--- config.mk ---
export PLATFORM = sky130hd
export DESIGN_NAME = multi_debounce
export DESIGN_NICKNAME = d
export VERILOG_FILES = /design/src/rtl/multi_debounce.sv
export SDC_FILE = /design/constraint.sdc
export NUM_CORES = 1
export LEC_CHECK = 0
export CAP_MARGIN = 20
export CORE_MARGIN = 1
export CORE_UTILIZATION = 46
export CTS_CLUSTER_SIZE = 28
export DETAILED_ROUTE_END_ITERATION = 8
export PLACE_DENSITY = 0.66
export SLEW_MARGIN = 20
export SYNTH_ARGS = -nofsm -noshare
export SYNTH_HDL_FRONTEND = slang
export SYNTH_SLANG_ARGS = --single-unit
--- constraint.sdc ---
create_clock -name clk -period 1.82 [get_ports clk]
set_input_delay 0.182 -clock clk [delete_from_list [all_inputs] [get_ports clk]]
set_output_delay 0.182 -clock clk [all_outputs]
set_load 0.02 [all_outputs]
--- src/rtl/multi_debounce.sv ---
// multi_debounce: N-channel button/switch debouncer.
// Each channel has a 2-flop synchroniser, a tick-qualified stability counter and
// registered one-cycle rise/fall pulses. A shared prescaler generates the tick so
// per-channel counters stay narrow.
// Optional auto-repeat: define MULTI_DEBOUNCE_REPEAT_EN. Without it, repeat_pulse is tied to 0.
// The auto-repeat output is named repeat_pulse because "repeat" is a reserved word.
module multi_debounce #(
    parameter int   CHANNELS      = 4,
    parameter int   TICK_DIV      = 1000,
    parameter int   STABLE_TICKS  = 16,
    parameter logic INIT_STATE    = 1'b0,
    parameter int   REPEAT_DELAY  = 500,
    parameter int   REPEAT_PERIOD = 100
) (
    input  logic                clk,
    input  logic                rst_n,
    input  logic [CHANNELS-1:0] button,
    output logic [CHANNELS-1:0] state,
    output logic [CHANNELS-1:0] rise,
    output logic [CHANNELS-1:0] fall,
    output logic [CHANNELS-1:0] repeat_pulse
);

    localparam int PW = (TICK_DIV > 1) ? $clog2(TICK_DIV) : 1;
    localparam int CW = $clog2(STABLE_TICKS + 1);
    localparam logic [PW-1:0] PRESC_LAST = PW'(TICK_DIV - 1);
    localparam logic [CW-1:0] CNT_LAST   = CW'(STABLE_TICKS - 1);

    logic [PW-1:0]       presc;
    logic                tick;
    logic [CHANNELS-1:0] sync1;
    logic [CHANNELS-1:0] sync2;
    logic [CW-1:0]       cnt [CHANNELS];
    logic [CHANNELS-1:0] flip;

    // With TICK_DIV=1 the prescaler sits at 0 and tick is permanently high.
    assign tick = (presc == PRESC_LAST);

    // Shared prescaler: counts 0..TICK_DIV-1 and wraps.
    always_ff @(posedge clk) begin
        // NOTE: registered state uses <= so every flop samples pre-edge values.
        if (!rst_n)     presc <= '0;
        else if (tick)  presc <= '0;
        else            presc <= presc + 1'b1;
    end

    // Two-flop synchroniser for the asynchronous pad inputs.
    always_ff @(posedge clk) begin
        if (!rst_n) begin
            sync1 <= {CHANNELS{INIT_STATE}};
            sync2 <= {CHANNELS{INIT_STATE}};
        end else begin
            sync1 <= button;
            sync2 <= sync1;
        end
    end

    // A channel flips on the tick that completes its stability window.
    always_comb begin
        // NOTE: default first so every path assigns flip and no latch is inferred.
        flip = '0;
        for (int i = 0; i < CHANNELS; i++)
            flip[i] = (sync2[i] != state[i]) && tick && (cnt[i] == CNT_LAST);
    end

    // Per-channel stability counters, debounced state and edge pulses.
    always_ff @(posedge clk) begin
        if (!rst_n) begin
            state <= {CHANNELS{INIT_STATE}};
            rise  <= '0;
            fall  <= '0;
            // NOTE: the counter array is reset so a partial count never survives reset.
            for (int i = 0; i < CHANNELS; i++) cnt[i] <= '0;
        end else begin
            for (int i = 0; i < CHANNELS; i++) begin
                rise[i] <= flip[i] &  sync2[i];
                fall[i] <= flip[i] & ~sync2[i];
                if (sync2[i] == state[i]) begin
                    cnt[i] <= '0;
                end else if (tick) begin
                    if (flip[i]) begin
                        state[i] <= sync2[i];
                        cnt[i]   <= '0;
                    end else begin
                        cnt[i] <= cnt[i] + 1'b1;
                    end
                end
            end
        end
    end

`ifdef MULTI_DEBOUNCE_REPEAT_EN
    localparam int RMAX = (REPEAT_DELAY > REPEAT_PERIOD) ? REPEAT_DELAY : REPEAT_PERIOD;
    localparam int RW   = $clog2(RMAX + 1);
    localparam logic [RW-1:0] DELAY_LAST  = RW'(REPEAT_DELAY - 1);
    localparam logic [RW-1:0] PERIOD_LAST = RW'(REPEAT_PERIOD - 1);

    logic [RW-1:0]       rcnt [CHANNELS];
    logic [CHANNELS-1:0] armed;   // first repeat already issued since the rise

    // Auto-repeat: first pulse REPEAT_DELAY ticks after rise, then every REPEAT_PERIOD.
    always_ff @(posedge clk) begin
        if (!rst_n) begin
            repeat_pulse <= '0;
            armed        <= '0;
            for (int i = 0; i < CHANNELS; i++) rcnt[i] <= '0;
        end else begin
            for (int i = 0; i < CHANNELS; i++) begin
                repeat_pulse[i] <= 1'b0;
                // A flip while high is the fall edge, so repeat never shares a cycle with it.
                if (!state[i] || flip[i]) begin
                    rcnt[i]  <= '0;
                    armed[i] <= 1'b0;
                end else if (tick) begin
                    if (rcnt[i] == (armed[i] ? PERIOD_LAST : DELAY_LAST)) begin
                        repeat_pulse[i] <= 1'b1;
                        rcnt[i]         <= '0;
                        armed[i]        <= 1'b1;
                    end else begin
                        rcnt[i] <= rcnt[i] + 1'b1;
                    end
                end
            end
        end
    end
`else
    assign repeat_pulse = '0;
`endif

endmodule
==> flow_metrics.env <==
export IMPL_status="finished with violations"
export IMPL_violations="design-rule violations"
export IMPL_p_sw_mw=0.417
export IMPL_finalClockSkew_ns=0.00730
export IMPL_yosysMostFrequentCell="dfxtp_1"
export IMPL_ys_seq_area_share_pct=54.8
export IMPL_area_delta_synth_final_pct=16.8
export IMPL_finalCritPeriodShare_pct=91.2
export IMPL_grt_ovfl_total=0
export IMPL_min_period_ns=1.66
export IMPL_ys_seq_elements=50
export IMPL_power_frac_clock_pct=37.5
export IMPL_dpl_hpwl_um=2420
export IMPL_yosysTopAreaCellShare_pct=27.4
export IMPL_hold_viol_final=0
export IMPL_track_usage_pct=15.5
export IMPL_drt_initial_drc_count=57
export IMPL_multi_input_area_um2=902
export IMPL_fin_setup_tns_ns=0
export IMPL_grt_max_degree=29
export IMPL_crit_path_cell_trace="ha_1 > and4bb_2 > nand4_4 > nor4b_1"
export IMPL_power_total_mw=2.04
export IMPL_clk_pin_slew_worst_paths_ns=0.08
export IMPL_power_frac_seq_pct=58.7
export IMPL_intPower_mw=1.63
export IMPL_yosysTopAreaCell="dfxtp_1"
export IMPL_synth_cell_type_count=31
export IMPL_worstPathRequired_ns=2.02
export IMPL_fill_cells=405
export IMPL_min_path_type="reg2reg"
export IMPL_dpl_cell_area_um2=2400
export IMPL_num_vias=1470
export IMPL_synth_ff_type="dfxtp_1"
export IMPL_drive_above_1_share_pct=8.19
export IMPL_drc=2
export IMPL_start_util_pct=49.0
export IMPL_placed_cells=273
export IMPL_crit_arrival_ns=1.86
export IMPL_regArea_um2=1200
export IMPL_htreeDepth=2
export IMPL_port_buffers=17
export IMPL_die_height_um=71.1
export IMPL_critPathMaxFanout=14
export IMPL_instances_no_fill=284
export IMPL_hold_buffers=0
export IMPL_max_cap_violations=0
export IMPL_tritoncts="yes"
export IMPL_grt_pass1_wl_um=5960
export IMPL_diodes=0
export IMPL_synth_edf_count=20
export IMPL_routed_wl_um=3500
export IMPL_power_leakage_nw=0.969
export IMPL_num_rows=24
export IMPL_cp_num_buf_inv=0
export IMPL_criticalPathCategory="reg2reg"
export IMPL_gp_congestion=0.739
export IMPL_fp_coreArea_um2=4470
export IMPL_fin_util_pct=57.2
export IMPL_fin_area_um2=2560
export IMPL_antenna_found_initial=0
export IMPL_fin_nets=246
export IMPL_critPathLaunchType="register"
export IMPL_cp_top_family="simple AND/OR/NAND/NOR gates"
export IMPL_ys_warnings_count=0
export IMPL_max_stage_delay_ns=0.42
export IMPL_cp_slowest_cell="and4bb_2"
export IMPL_combPwrFrac_pct=3.8
export IMPL_clockRootBuffer="clkbuf_8"
export IMPL_cts_sinks=50
export IMPL_p_per_area_nw_per_um2=797
export IMPL_cp_end_kind="register"
export IMPL_ys_top_cells_by_count="dfxtp_1 (30), edfxtp_1 (20), nor3_1 (20)"
export IMPL_io_pins=22
export IMPL_ctsLongestPathBuffers=2
export IMPL_wl_per_cell_um=12.3
export IMPL_async_flop_share_pct=0
export IMPL_first_pass_iters=6
export IMPL_p_sw_share_pct=20.4
export IMPL_grt_pass1_vias=1345
export IMPL_ant_nets=0
export IMPL_clock_fmax_ghz=0.602
export IMPL_syn_cell_area_um2=2190
export IMPL_dieArea_um2=5050
export IMPL_die_x_um=71.1
export IMPL_insertion_delay_ns=0.31
export IMPL_syn_area_per_cell_um2=10.5
export IMPL_rsz0062_at_grt="no"
export IMPL_post_drt_via_cell_ratio=5.18
export IMPL_ys_top_cells_by_area="dfxtp_1 (27%), edfxtp_1 (27%), ha_1 (5.1%)"
export IMPL_setup_violations_final=0
export IMPL_synthCells=208
export IMPL_max_vdd_ir_drop_uv=540
export IMPL_cts_buffers=5
export IMPL_maxSlewViolCount=0
==> through the flow <==
step | setup WS, ns | hold slack (ns)
2_1_floorplan | 0.154 | 0.309
3_3_place_gp | -0.0597 | 0.415
3_5_place_dp | -0.0796 | 0.422
4_1_cts | 0.0601 | 0.443
5_1_grt | 0.000986 | 0.452
6_report | 0.160 | 0.438
==> path summary, 6_finish.rpt <==
check	cells past startpoint	slack [ns]	from	end
setup reg to reg	4	0.16	presc[0]$_SDFF_PP0_	fall[0]$_SDFF_PN0_
setup / recovery	4	0.16	presc[0]$_SDFF_PP0_	fall[0]$_SDFF_PN0_
hold reg to reg	1	0.44	sync1[0]$_SDFF_PN0_	sync2[0]$_SDFF_PN0_
hold / removal	1	0.44	sync1[0]$_SDFF_PN0_	sync2[0]$_SDFF_PN0_
==> cell type report <==
cell class / count / area share (%)
flip-flops and latches: 50 / 46.9
multi-input cells: 133 / 35.2
repair buffers: 23 / 8.40
clock buffers: 6 / 2.83
inverters: 18 / 2.64
well taps: 52 / 2.54
clock inverters: 2 / 1.47
==> cells in the final DEF, fill, tap and decap left out, types with 2 or more instances in the layout <==
cell,count
nand4_4,2
mux2i_1,4
and2_1,11
xor2_1,10
nor3_1,20
clkdlybuf4s50_1,17
buf_4,6
a21oi_1,4
nor4_1,4
and3_1,5
dfxtp_1,30
conb_1,4
nor2_1,5
ha_1,9
nor4b_1,4
edfxtp_1,20
nand4_1,6
o21ai_0,4
nand2_1,18
inv_1,18
xnor2_1,5
nand3_1,7
or3_1,4
clkbuf_8,5
==> flip-flops by register name, summed over array words and instances, names as in the netlist <==
signal	count
sync2	4
rise	4
presc	10
sync1	4
fall	4
cnt	20
state	4
==> timing repair <==
item,4_1_cts,5_1_grt
pin swaps,0,1
buffers inserted,0,2
resized for setup,1,3
cloned,0,1
endpoints found under the hold margin,0,0
endpoints found under the setup margin,20,28
==> cell families (layout without fill, tap and decap cells) <==
group           count (synthesis)  in the layout  synth area share, %
other cells                     1              4                0.171
xor+xnor                       15             15                 5.99
compound gates                 12             12                 3.31
fa+ha+maj                       9              9                 5.13
buf+inv                        29             49                 6.33
simple gates                   88             89                 22.5
mux                             4              4                 1.83
flops                          50             50                 54.8
==> power by group through the flow <==
stage / combinational [mW] / sequential (mW) / clock [mW]
detailed placement: 0.0736 / 1.22 / 0
floorplan: 0.0572 / 1.22 / 0
global placement: 0.0739 / 1.22 / 0
CTS: 0.0747 / 1.20 / 0.787
global route: 0.0878 / 1.20 / 0.823
finish: 0.0774 / 1.20 / 0.766
==> worst reg2reg max path: stages (launching register included) <==
cell      delay [ns]
dfxtp_1         0.36
ha_1            0.17
and4bb_2        0.42
nand4_4         0.28
nor4b_1         0.33
==> metal layers <==
| layer | wire [um] | GRT usage, % | vias to the layer above |
|---|---|---|---|
| met5 | 0 | 0 | - |
| met4 | 101 | 10.0 | 0 |
| met3 | 122 | 3.28 | 8 |
| met2 | 1590 | 24.5 | 33 |
| met1 | 1690 | 19.4 | 662 |
| li1 | - | - | 767 |
Note: power is estimated with default switching activity, not from simulation.
